[src/rtl/demux8_collector_if.sv]
// -----------------------------------------------------------------------------
// demux8_collector_if
//   Output handshake between the collector and the frame consumer.
//   q       : last completed 8-bit frame (q[i] = bit captured in slot i)
//   q_valid : q holds a frame the consumer has not yet acknowledged
//   q_ack   : consumer acknowledge, honoured while q_valid is high
//   master  : collector side (drives q/q_valid, samples q_ack)
//   slave   : consumer side (samples q/q_valid, drives q_ack)
// -----------------------------------------------------------------------------
interface demux8_collector_if;
    logic [7:0] q;
    logic       q_valid;
    logic       q_ack;

    modport master (output q, output q_valid, input q_ack);
    modport slave  (input q, input q_valid, output q_ack);
endinterface

[src/rtl/demux8_collector.sv]
// -----------------------------------------------------------------------------
// demux8_collector
//   Drives the select lines of an upstream 8-to-1 multiplexer and reassembles
//   the serialised bits into an 8-bit frame.
//   clk     : system clock, all state changes on the rising edge
//   reset_n : asynchronous active-low reset
//   E       : enable; when low, only q_ack is honoured
//   start   : begins (or restarts) a frame at slot 0
//   d       : serial bit from the upstream mux
//   valid   : qualifies d for the current slot
//   sel     : current slot index, drives the upstream mux selects
//   slot    : one-hot of sel while collecting and enabled, else zero
//   busy    : high while collecting
//   overrun : sticky, a frame overwrote an unacknowledged one
//   frame   : q / q_valid / q_ack handshake to the consumer
// -----------------------------------------------------------------------------
module demux8_collector (
    input  logic                      clk,
    input  logic                      reset_n,
    input  logic                      E,
    input  logic                      start,
    input  logic                      d,
    input  logic                      valid,
    output logic [2:0]                sel,
    output logic [7:0]                slot,
    output logic                      busy,
    output logic                      overrun,
    demux8_collector_if.master        frame
);

    typedef enum logic {
        IDLE    = 1'b0,
        COLLECT = 1'b1
    } state_t;

    state_t     state, state_nxt;
    logic [2:0] sel_r, sel_nxt;
    logic [7:0] shadow, shadow_nxt;
    logic [7:0] q_r, q_nxt;
    logic       q_valid_r, q_valid_nxt;
    logic       overrun_r, overrun_nxt;
    logic       complete;

    // NOTE: state registers use non-blocking assignments so every flop samples
    // the values from before the edge, independent of statement order.
    always_ff @(posedge clk or negedge reset_n) begin
        if (!reset_n) begin
            state     <= IDLE;
            sel_r     <= 3'd0;
            shadow    <= 8'h00;
            q_r       <= 8'h00;
            q_valid_r <= 1'b0;
            overrun_r <= 1'b0;
        end else begin
            state     <= state_nxt;
            sel_r     <= sel_nxt;
            shadow    <= shadow_nxt;
            q_r       <= q_nxt;
            q_valid_r <= q_valid_nxt;
            overrun_r <= overrun_nxt;
        end
    end

    // NOTE: every output of this block is given its hold value first, so no
    // path through the case/if tree can leave a latch behind.
    always_comb begin
        state_nxt   = state;
        sel_nxt     = sel_r;
        shadow_nxt  = shadow;
        q_nxt       = q_r;
        q_valid_nxt = q_valid_r;
        overrun_nxt = overrun_r;
        complete    = 1'b0;

        if (E) begin
            case (state)
                IDLE: begin
                    if (start) begin
                        state_nxt  = COLLECT;
                        sel_nxt    = 3'd0;
                        shadow_nxt = 8'h00;
                    end
                end
                COLLECT: begin
                    // start beats valid: the bit on d in a restart cycle is dropped
                    if (start) begin
                        sel_nxt    = 3'd0;
                        shadow_nxt = 8'h00;
                    end else if (valid) begin
                        shadow_nxt[sel_r] = d;
                        if (sel_r == 3'd7) begin
                            complete  = 1'b1;
                            state_nxt = IDLE;
                            sel_nxt   = 3'd0;
                        end else begin
                            sel_nxt = sel_r + 3'd1;
                        end
                    end
                end
                default: state_nxt = IDLE;
            endcase
        end

        // A completing frame takes priority over a same-cycle acknowledge.
        if (complete) begin
            q_nxt       = {d, shadow[6:0]};
            q_valid_nxt = 1'b1;
            if (q_valid_r && !frame.q_ack)
                overrun_nxt = 1'b1;
        end else if (q_valid_r && frame.q_ack) begin
            q_valid_nxt = 1'b0;
        end
    end

    assign sel           = sel_r;
    assign busy          = (state == COLLECT);
    assign slot          = (state == COLLECT && E) ? (8'h01 << sel_r) : 8'h00;
    assign overrun       = overrun_r;
    assign frame.q       = q_r;
    assign frame.q_valid = q_valid_r;

endmodule

[src/flat_wrapper.sv]
// flat-port wrapper written by rule: the top's interface ports become plain ports
module demux8_collector_flat 
  (clk, reset_n, E, start, d, valid, sel, slot, busy, overrun, frame_q, frame_q_valid, frame_q_ack);
  demux8_collector_if frame_i ();
  input  logic clk;
  input  logic reset_n;
  input  logic E;
  input  logic start;
  input  logic d;
  input  logic valid;
  output logic [2:0] sel;
  output logic [7:0] slot;
  output logic busy;
  output logic overrun;
  output wire logic [$bits(frame_i.q)-1:0] frame_q;
  output wire logic [$bits(frame_i.q_valid)-1:0] frame_q_valid;
  input wire logic [$bits(frame_i.q_ack)-1:0] frame_q_ack;
  assign frame_q = frame_i.q;
  assign frame_q_valid = frame_i.q_valid;
  assign frame_i.q_ack = frame_q_ack;
  demux8_collector u_core (.clk(clk), .reset_n(reset_n), .E(E), .start(start), .d(d), .valid(valid), .sel(sel), .slot(slot), .busy(busy), .overrun(overrun), .frame(frame_i));
endmodule
[config.mk]
export PLATFORM = sky130hd
export DESIGN_NAME = demux8_collector_flat
export DESIGN_NICKNAME = d
export VERILOG_FILES = /design/src/rtl/demux8_collector_if.sv /design/src/rtl/demux8_collector.sv /design/src/flat_wrapper.sv
export SDC_FILE = /design/constraint.sdc
export NUM_CORES = 1
export LEC_CHECK = 0
export ABC_AREA = 0
export CORE_MARGIN = 4
export CORE_UTILIZATION = 50
export CTS_CLUSTER_SIZE = 10
export DETAILED_ROUTE_END_ITERATION = 8
export GPL_TIMING_DRIVEN = 0
export PLACE_DENSITY = 0.85
export REMOVE_ABC_BUFFERS = 1
export SYNTH_ARGS = -nofsm -noshare
export SYNTH_HDL_FRONTEND = slang
export SYNTH_SLANG_ARGS = --single-unit
[constraint.sdc]
create_clock -name clk -period 2.6 [get_ports clk]
set_input_delay 0.39 -clock clk [delete_from_list [all_inputs] [get_ports clk]]
set_output_delay 0.39 -clock clk [all_outputs]
set_load 0.01 [all_outputs]
Word level (Yosys, flattened, before mapping)
Index checks and enable logic that the tools add are counted.

Add/sub/neg operators: 1. Shift operators: 1. Magnitude comparators: 2. Bitwise logic cells: 1. Mux-type cells: 25. Eq/ne operators: 3. Reduce and logical (&&, ||, !) cells: 8.

Operators with widths (number): $mux 8 (4); $pmux 8 s2 (1); $mux 1 (12); $mux 3 (4); $bwmux 8 (1); $shl 1x3->8 const A (1); $pmux 3 s2 (1); $logic_and 1x1->1 (4); $lt 3x4->1 const B (1); $add 3x1->3 const B (1); $demux 1 s3 (1); $eq 3x3->1 const B (1); $ge 3x1->1 const B (1); $ne 3x3->1 const B (1); $reduce_and 3->1 (1); $ne 2x2->1 const B (1); $pmux 1 s2 (1); $reduce_and 2->1 (1); $reduce_bool 2->1 (1); $logic_not 1->1 (1); $not 1->1 (1).

Register bits after elaboration: 22. Output and inout port bits: 22.

Longest topological paths before layout
Depth in word-level cells: 8. Mapped depth: 6. Gate-level depth less buffers: 5.

Worst setup path before layout
OpenSTA, ideal clock, no wires.

Path kind: reg-to-reg. From: register u_core.sel_r[1], in the netlist u_core.sel[1]. To: register u_core.q_r[7], in the netlist u_core.frame.q[7]. Data required time: 2.475 ns. Arrival: 1.532 ns. Slack: 0.943 ns. Clock period less this slack: 1.657 ns. Cell stages (with the launch flop): 6. Buffers on the path: 1. Cell sequence: dfrtp_1 ha_1 ha_1 nor3b_2 buf_6 mux2_2.

Longest elaborated chain between the ends: 6.

Ends and longest elaborated chain: start: declaration (line demux8_collector.sv:37) `logic [2:0] sel_r, sel_nxt;`; start signal: assignment (line demux8_collector.sv:56) `sel_r <= sel_nxt;`; $eq 3x3->1 (line demux8_collector.sv:91) `if (sel_r == 3'd7) begin`; $mux 1 (line demux8_collector.sv:91); $mux 1 (line demux8_collector.sv:89) `end else if (valid) begin`; $mux 1 (line demux8_collector.sv:86) `if (start) begin`; $mux 1 (line demux8_collector.sv:76) `case (state)`; $mux 1 (line demux8_collector.sv:75) `if (E) begin`; end signal: assignment (line demux8_collector.sv:58) `q_r <= q_nxt;`; end: declaration (line demux8_collector.sv:39) `logic [7:0] q_r, q_nxt;`.

Every way passes these cells. A chain may end at the register's enable or synchronous reset.

Final worst setup path
From: register u_core.sel_r[0], in the netlist u_core.sel[0]. To: output slot[7].

Longest elaborated chain between the ends: 2.

Ends and longest elaborated chain: $shl 1x3->8 (line demux8_collector.sv:117) `assign slot = (state == COLLECT && E) ? (8'h01 << sel_r) : 8'h00;`; $mux 8 (line demux8_collector.sv:117); end: declaration (line flat_wrapper.sv:12) `output logic [7:0] slot;`.

Every way passes these cells.

==> flow_summary.json <==
{
  "drt_first_pass_iters": 4,
  "drv_cap": 0,
  "synthFlopType": "dfrtp_1",
  "worst_pin_slew_ns": 0.857,
  "vias": 851,
  "power_frac_comb_pct": 20.6,
  "grt_pass1_wl_um": 3640,
  "critPathLaunchType": "flip-flop",
  "power.internal_mw": 0.461,
  "clk_latency_ns": 0.30,
  "ys_types": 27,
  "grt_overflow": 0,
  "final_cell_mix": "28 x clkdlybuf4s50_1, 21 x dfrtp_1, 10 x nand2_1, 8 x mux2_2, 7 x nor2_1",
  "final_common_cell": "clkdlybuf4s50_1",
  "run_status": "finished, final reports clean",
  "antenna_found_initial": 0,
  "cts.htree.levels": 1,
  "yosysSeqAreaShare_pct": 49.6,
  "hold_buffers": 0,
  "post_cts_buffers": 0,
  "cp-end-kind": "output pin",
  "rsz0062_at_grt": "no",
  "yosysWarnings": 0,
  "worst_slack_ns": 0.141,
  "drc_errors": 0,
  "fmax_mhz": 407,
  "critical-path-slowest-cell": "dfrtp_1",
  "wire_per_inst_um": 14.3,
  "numCtsBuffers": 3,
  "cp_cell_sequence": "ha_1 -> ha_1 -> and3_1 -> clkdlybuf4s50_1",
  "cts_tree": "done",
  "avgSynthCellArea_um2": 11.2,
  "dieWidth_um": 54.0,
  "area_growth_pct": 29.0,
  "final_max_slew_viol_count": 0,
  "cts-resized-gates": 0,
  "path_delay_family": "flip-flops",
  "synth_area_um2": 1060,
  "grtUsageMet1_pct": 18.7,
  "ys_seq_elements": 21,
  "p_sw_share_pct": 29.1,
  "rows": 16,
  "wl_um": 2140,
  "dieHeight_um": 54.0,
  "p_switching_mw": 0.189,
  "ctsRootBufferMaster": "clkbuf_4",
  "first_global_vias": 950,
  "layout_min_cycle_time_ns": 2.46,
  "crit_top_cell": "ha_1",
  "path_clk_slew_ns": 0.11,
  "die_area_um2": 2920,
  "synthCells": 95,
  "gp_congestion": 0.838,
  "io_pins": 29,
  "required_ns": 2.21,
  "hold_class": "reg -> reg",
  "grt_use_total_pct": 17.2,
  "final_nets": 136,
  "p_clk_share_pct": 22.9,
  "antennaDiodeCount": 0,
  "vdd.ir_drop.worst_mv": 0.252,
  "core_um2": 1980,
  "setup-violations-final": 0,
  "start_util_pct": 53.5,
  "drive_gt1_share_pct": 12.3,
  "grt_max_degree": 22,
  "grt_busiest_layer": "met2",
  "via_per_inst": 5.71,
  "detailedPlace.worstSlack_ns": -0.000438,
  "leakage_nw": 0.622,
  "drt-initial-drc-count": 18,
  "synth-edff-count": 0,
  "cts.path.max_buffers": 2,
  "p_per_area_nw_per_um2": 475,
  "worst-setup-path-type": "reg -> out",
  "seqPwrFrac_pct": 56.4,
  "path_buf_inv": 1,
  "slew-limit-headroom_pct": 42.7,
  "crit_path_max_incr_delay_ns": 0.61,
  "skew_ns": 0.00645,
  "antenna_left": 0,
  "port_buffers": 28,
  "finalHoldViolations": 0,
  "met3_usage_pct": 3.60,
  "holdWs_ns": 0.485,
  "synth-async-reset-ratio_pct": 100,
  "critPathMaxFanout": 13,
  "utilization_pct": 69.0,
  "period_share_pct": 94.6,
  "crit_arrival_ns": 2.07,
  "grt_use_met2_pct": 29.6,
  "cts.sinks": 21
}
[Yosys cell counts (all sizes together), types with 3 or more instances]
master  count  area (um^2)
and3        3         18.8
buf         5         33.8
dfrtp      21          526
ha          6         75.1
inv         4         15.0
mux2        8         90.1
nand2      10         37.5
nand2b      3         18.8
nand3       3         20.0
nor2        7         26.3
o22ai       3         18.8
o311ai      3         26.3
o41ai       3         26.3
[cells by family after synthesis]
group	after synthesis	share of synthesized area, %
adders and majority gates	6	7.08
DFF	21	49.6
muxes	10	10.4
and+or+nand+nor	31	15.3
AOI/OAI and AO/OA	18	13.0
buffers and inverters	9	4.60
[through the flow]
| step | TNS [ns] | cells | power, mW | area [um^2] |
|---|---|---|---|---|
| floorplan | 0 | 90 | 0.433 | 1030 |
| global placement | 0 | 145 | 0.503 | 1340 |
| detailed placement | -0.000777 | 145 | 0.506 | 1340 |
| CTS | 0 | 149 | 0.657 | 1370 |
| global route | 0 | 149 | 0.691 | 1370 |
| finish | 0 | 149 | 0.650 | 1370 |
[state kept, by name (all words and copies together) (netlist names)]
signal                cells
u_core.busy               1
u_core.frame.q            8
u_core.frame.q_valid      1
u_core.overrun            1
u_core.sel                3
u_core.shadow             7
[cell type report]
type                       count  area [um^2]
timing repair buffer          28          280
sequential                    21          526
inverter                       4         15.0
fill                         137          614
clock buffer                   3         22.5
clock inverter                 1         5.00
multi-input combinational     65          485
tap                           27         33.8
[power by group through the flow]
| stage | registers (mW) | clock network (mW) | logic [mW] |
|---|---|---|---|
| detailed placement | 0.373 | 0 | 0.133 |
| global placement | 0.373 | 0 | 0.131 |
| CTS | 0.367 | 0.155 | 0.135 |
| floorplan | 0.369 | 0 | 0.0636 |
| global route | 0.371 | 0.169 | 0.151 |
| finish | 0.367 | 0.149 | 0.134 |
[worst reg2reg max path, stage by stage (launching register included)]
cell and delay [ns]:
dfrtp_1 0.61, ha_1 0.25, ha_1 0.21, nor3b_2 0.65, mux2_2 0.41
[per-layer routing]
metal	share of wire, %	vias to the layer above
li1	-	402
met1	44	410
met2	49	37
met3	6.0	2
met4	0.89	0
met5	0	-
[worst paths after layout]
| path | to | cells after the start | slack, ns | start |
|---|---|---|---|---|
| worst max-delay path | slot[7] | 4 | 0.14 | u_core.sel[0] |
| worst min-delay path | u_core.overrun | 1 | 0.48 | u_core.overrun |
| worst max register to register | u_core.frame.q[5] | 4 | 0.36 | u_core.sel[0] |
| worst min register to register | u_core.overrun | 1 | 0.48 | u_core.overrun |
| max in group asynchronous | u_core.sel[2] | 1 | 1.50 | reset_n |
| min in group asynchronous | u_core.frame.q[4] | 1 | 0.57 | reset_n |
Power figures use the tool's default switching activity.
